--- config.mk ---
export PLATFORM = sky130hd
export DESIGN_NAME = extensor_imediato_fifo
export DESIGN_NICKNAME = d
export VERILOG_FILES = /design/src/rtl/extensor_imediato_fifo.sv
export SDC_FILE = /design/constraint.sdc
export NUM_CORES = 1
export LEC_CHECK = 0
export BUFFER_PORTS_ARGS = -buffer_cell sky130_fd_sc_hd__buf_2
export CAP_MARGIN = 25
export CELL_PAD_IN_SITES_DETAIL_PLACEMENT = 1
export CELL_PAD_IN_SITES_GLOBAL_PLACEMENT = 1
export CORE_MARGIN = 2
export CORE_UTILIZATION = 45
export DETAILED_ROUTE_END_ITERATION = 8
export PLACE_DENSITY_LB_ADDON = 0.1
export SLEW_MARGIN = 20
export SYNTH_ARGS = -nofsm -noshare
export SYNTH_HDL_FRONTEND = slang
export SYNTH_SLANG_ARGS = --single-unit
--- constraint.sdc ---
create_clock -name clock -period 3 [get_ports clock]
set_clock_uncertainty 0.2 [all_clocks]
set_input_delay 0.45 -clock clock [delete_from_list [all_inputs] [get_ports clock]]
set_output_delay 0.45 -clock clock [all_outputs]
set_load 0.01 [all_outputs]
--- src/rtl/extensor_imediato_fifo.sv ---
// Immediate-extension unit with a valid/ready handshake and a DEPTH-entry
// result FIFO. Decode pushes an IN_W-bit immediate plus a 2-bit mode, and
// execute pops OUT_W-bit extended values. Only extended results are queued.
module extensor_imediato_fifo #(
  parameter int IN_W  = 16,
  parameter int OUT_W = 32,
  parameter int DEPTH = 4
) (
  input  logic                       clock,
  input  logic                       reset_n,
  input  logic [IN_W-1:0]            entrada,
  input  logic [1:0]                 modo,
  input  logic                       valido_in,
  output logic                       pronto_in,
  output logic [OUT_W-1:0]           saida,
  output logic                       valido_out,
  input  logic                       pronto_out,
  output logic [$clog2(DEPTH):0]     ocupacao,
  output logic                       erro_modo
);

  localparam int PTR_W = $clog2(DEPTH);
  localparam int CNT_W = PTR_W + 1;
  localparam int EXT_W = OUT_W - IN_W;
  // The upper mode only fits when the immediate occupies at most half the word.
  localparam bit UPPER_OK = (OUT_W >= 2 * IN_W);

  typedef enum logic [1:0] {
    MODO_SINAL    = 2'b00,
    MODO_ZERO     = 2'b01,
    MODO_SUPERIOR = 2'b10,
    MODO_DESVIO   = 2'b11
  } modo_t;

  logic [OUT_W-1:0] mem [DEPTH];
  logic [PTR_W-1:0] wr_ptr, rd_ptr;
  logic [CNT_W-1:0] count;
  logic [OUT_W-1:0] ultimo_q;
  logic [OUT_W-1:0] estendido;
  logic             modo_ilegal;
  logic             vazio, cheio, push, pop;

  assign vazio      = (count == '0);
  assign cheio      = (count == CNT_W'(DEPTH));
  assign pronto_in  = !cheio;
  assign valido_out = !vazio;
  assign push       = valido_in && pronto_in;
  assign pop        = valido_out && pronto_out;
  assign ocupacao   = count;

  // Extension of the incoming immediate, evaluated only for the push path.
  always_comb begin
    // NOTE: defaults first so every path assigns both outputs and no latch is inferred.
    estendido   = {{EXT_W{1'b0}}, entrada};
    modo_ilegal = 1'b0;
    case (modo_t'(modo))
      MODO_SINAL:  estendido = {{EXT_W{entrada[IN_W-1]}}, entrada};
      MODO_ZERO:   estendido = {{EXT_W{1'b0}}, entrada};
      MODO_SUPERIOR: begin
        if (UPPER_OK) begin
          estendido = {entrada, {EXT_W{1'b0}}};
        end else begin
          estendido   = {{EXT_W{1'b0}}, entrada};
          modo_ilegal = 1'b1;
        end
      end
      // Sign-extend to OUT_W-2 bits and append two zeros: same as a full
      // sign extension shifted left by 2 with the top two bits dropped.
      MODO_DESVIO: estendido = {{(EXT_W - 2){entrada[IN_W-1]}}, entrada, 2'b00};
      default:     estendido = {{EXT_W{1'b0}}, entrada};
    endcase
  end

  // Storage write port; contents are don't-care after reset.
  // NOTE: the array has no reset so it can map to plain RAM; occupancy gating hides stale data.
  always_ff @(posedge clock) begin
    if (push) mem[wr_ptr] <= estendido;
  end

  // Pointers, occupancy, last-popped value and the sticky mode error.
  always_ff @(posedge clock or negedge reset_n) begin
    if (!reset_n) begin
      // NOTE: sequential state uses non-blocking assignments so all registers update together.
      wr_ptr    <= '0;
      rd_ptr    <= '0;
      count     <= '0;
      ultimo_q  <= '0;
      erro_modo <= 1'b0;
    end else begin
      if (push) wr_ptr <= wr_ptr + PTR_W'(1);
      if (pop) begin
        rd_ptr   <= rd_ptr + PTR_W'(1);
        ultimo_q <= mem[rd_ptr];
      end
      if (push && !pop)      count <= count + CNT_W'(1);
      else if (pop && !push) count <= count - CNT_W'(1);
      if (push && modo_ilegal) erro_modo <= 1'b1;
    end
  end

  // Head entry while data is queued; otherwise the last value that left.
  assign saida = vazio ? ultimo_q : mem[rd_ptr];

endmodule

==> run summary <==
SYNTHESIS
-------------------------------------------------------------------------------------
Count of flip-flops with a built-in enable after synthesis                        128
Number of storage elements in the synthesis netlist                               167
Synth warn                                                                          0
Mean instance size in the synthesized netlist                               19.06 µm²
Cell count after synthesis                                                        369
Net count of the mapped netlist                                                   397
Cell area after synthesis                                                    7033 µm²
FFs w/ async S/R, synth                                                        23.35%
Synth cell types                                                                   30
Yosys top cell by area                                                       edfxtp_1
Part of the Yosys area used for sequential elements                            68.53%
Cells taking the most area after synthesis                               edfxtp_1, dfrtp_1, mux2_2
Area share of the largest cell type after synthesis                            54.65%
Primary flip-flop cell chosen by synthesis mapping                           edfxtp_1

CRITICAL PATH
-------------------------------------------------------------------------------------
CP Data Arrival Time                                                          2.18 ns
FF-to-FF path depth                                                                 8
Critical path startpoint category                                            register
Kind of end point of the critical path                                   primary output
Minimum setup slack among reg-to-reg paths                                    0.55 ns
Critical path required time                                                   2.35 ns
Worst-path fanout max                                                              20
CP Class                                                                      reg2out

PWR
-------------------------------------------------------------------------------------
Static leakage                                                               2.979 nW
Final Power                                                                0.008606 W
Power per cell area                                                       1057 nW/µm²
Highest ir drop seen on vdd                                               0.0004275 V

GLOBAL ROUTE
-------------------------------------------------------------------------------------
Total global routing track utilization                                         18.55%
Number of antenna violations at the first check in global routing                   0
Overall overflow remaining after global route                                       0
Number of global-route vias before repair                                        3919
Global-route wire length before repair                                       22170 µm
Pin count of the biggest net entering global routing                               34

FLOORPLANNING
-------------------------------------------------------------------------------------
Total I/O pin count                                                                60
Die footprint                                                               16640 µm²
Placeable core area                                                         15260 µm²
Width of the die                                                             129.0 µm
Die Y                                                                        129.0 µm
Rows                                                                               45
Initial core utilization                                                       46.09%

DETAILED ROUTING
-------------------------------------------------------------------------------------
Count of routing violations after the opening detailed-route iteration            201
Number of antenna-violating nets in the routed design                               0
Routed len/inst                                                              21.10 µm
Detailed-routing iteration count for the pre-antenna-repair pass                    4
Via-to-Cell Ratio                                                               5.371
# DRC                                                                               0
Vias                                                                             3545
Overall routed net length                                                    13930 µm

TIMING
-------------------------------------------------------------------------------------
Period minus WS final                                                        2.834 ns
Total count of max-transition violations in the final report                        0
Remaining max-slew budget at the tightest pin                                  52.45%
Share of the cycle needed by the critical path after routing                   94.47%
Highest achievable clock rate                                              0.3529 GHz
Hold Fails Final Rpt                                                                0
Worst hold slack                                                            0.1720 ns
Least-Margin Pin Slew                                                       0.7057 ns
Setup tns final                                                                  0 ns
Final setup vio count                                                               0
RSZ-0062 raised after global routing                                            false

CTS
-------------------------------------------------------------------------------------
Maximum number of buffers from clock root to sink                                   2
Post-CTS setup buffers                                                              0
Clock sink count                                                                  167
Depth of the CTS H-tree                                                             4
Clock latency of the later-clocked register in the worst-skew pair            0.42 ns
Number of hold buffers added after cts                                              1
Cells resized by post-CTS repair                                                    0
CTS tree                                                                         done
Master cell of the clock root buffer                                        clkbuf_16
CTS Buf Count                                                                      17
CTS clk-pin slew, worst paths                                                 0.06 ns

FLOW RUN
-------------------------------------------------------------------------------------
Number of max-cap violations                                                        0

CELLS AND AREA
-------------------------------------------------------------------------------------
FILL cells                                                                       1409
Share of post-route cells with drive strength above 1                          43.43%
Number of antenna cells inserted                                                    0
Signed area change from the synthesized netlist to the final layout            15.74%
Fin util                                                                       53.35%
Net count of the finished layout                                                  464

PLACE
-------------------------------------------------------------------------------------
Buffers on Ports                                                                   58
Final weighted congestion in routability-driven placement                      0.7832
Detailed-placement wirelength estimate                                        8894 µm

MIN PATH
-------------------------------------------------------------------------------------
Kind of path behind the tightest hold check                                    in2reg
Cell depth of the worst hold path                                                   3

STATUS
-------------------------------------------------------------------------------------
Run status                                                               finished, final reports clean

==> synthesized netlist by cell type (2+ instances only) <==
cell,instances
mux2_4,2
nor2_1,2
a21oi_1,15
o21ai_0,14
clkbuf_1,9
xor2_1,2
mux4_2,28
mux4_1,4
mux2_2,64
nor2b_1,3
buf_6,11
inv_1,4
and2_1,5
nand3_1,2
xnor2_1,4
dfrtp_1,39
edfxtp_1,128
nand2_1,2
buf_2,4
a22o_1,13
ha_1,5
==> metal layers <==
layer / track usage, % / part of all wire [%] / vias up
met5: 0 / 0 / -
met4: 7.289 / 1.7 / 0
met3: 3.262 / 3.0 / 16
met2: 30.53 / 50 / 64
met1: 24.89 / 45 / 1870
li1: - / - / 1595
==> path summary, 6_finish.rpt <==
path,startpoint,end
max,ocupacao[0],saida[17]
min,pronto_out,rd_ptr[1]
max reg2reg,ocupacao[0],ocupacao[2]
min reg2reg,ultimo_q[1],ultimo_q[1]
max in group asynchronous,reset_n,ultimo_q[15]
min in group asynchronous,reset_n,ocupacao[1]
==> through the flow <==
stage,cells,setup WS (ns),area (µm²)
floorplan,369,0.5097,7033
global placement,627,0.6096,7522
detailed placement,627,0.5192,7522
CTS,660,0.1343,8140
global route,660,0.08497,8140
finish,660,0.1660,8140
==> placed cells by master (no fill, tap or decap), drive strengths merged <==
cell,Yosys,layout
ha,5,5
mux2,66,66
bufinv,0,4
a21o,1,1
clkbuf,9,23
xnor2,4,4
fa,1,1
clkinvlp,0,1
nor2b,3,3
or3,1,1
nand2,3,3
a21boi,2,2
a21oi,15,15
buf,16,72
inv,4,4
dlygate4sd3,0,1
and2,5,5
edfxtp,128,128
mux4,32,32
conb,1,1
clkinv,0,4
dfrtp,39,39
a22o,13,13
o21ai,15,15
nor2,2,2
xor2,2,2
nand3,2,2
==> cells by family after synthesis <==
logic type | count (synthesis) | share of synthesized area [%]
flip-flops | 167 | 68.53
multiplexers | 98 | 21.13
AND/OR/NAND/NOR | 16 | 1.441
AO/OA/AOI/OAI | 46 | 4.074
adder cells (fa/ha/maj) | 6 | 1.174
other | 1 | 0.05332
XOR/XNOR | 6 | 0.7472
buffers and inverters | 29 | 2.846
==> sequential cells by signal (all words and copies together) (netlist names) <==
register	count
mem	128
ultimo_q	32
wr_ptr	2
ocupacao	3
rd_ptr	2
==> critical path, stage by stage, from the launching register on <==
cell and delay [ns]:
dfrtp_1 0.44, or3_2 0.59, buf_4 0.26, mux2_4 0.32, buf_2 0.14
==> report_power, final <==
| part | switching (W) | internal [W] |
|---|---|---|
| registers | 0.000220 | 0.00319 |
| logic | 0.00145 | 0.00150 |
| clock network | 0.000835 | 0.00141 |
==> cell type report <==
type / count / area (µm²) / area share (%)
clock inverter: 9 / 150.1 / 1.844
multi-input combinational: 173 / 2014 / 24.75
timing repair buffer: 73 / 417.9 / 5.134
inverter: 4 / 15.01 / 0.1844
tap: 211 / 264.0 / 3.243
sequential: 167 / 4821 / 59.22
clock buffer: 23 / 457.9 / 5.626
No activity file was read; power rests on OpenSTA's default activity.
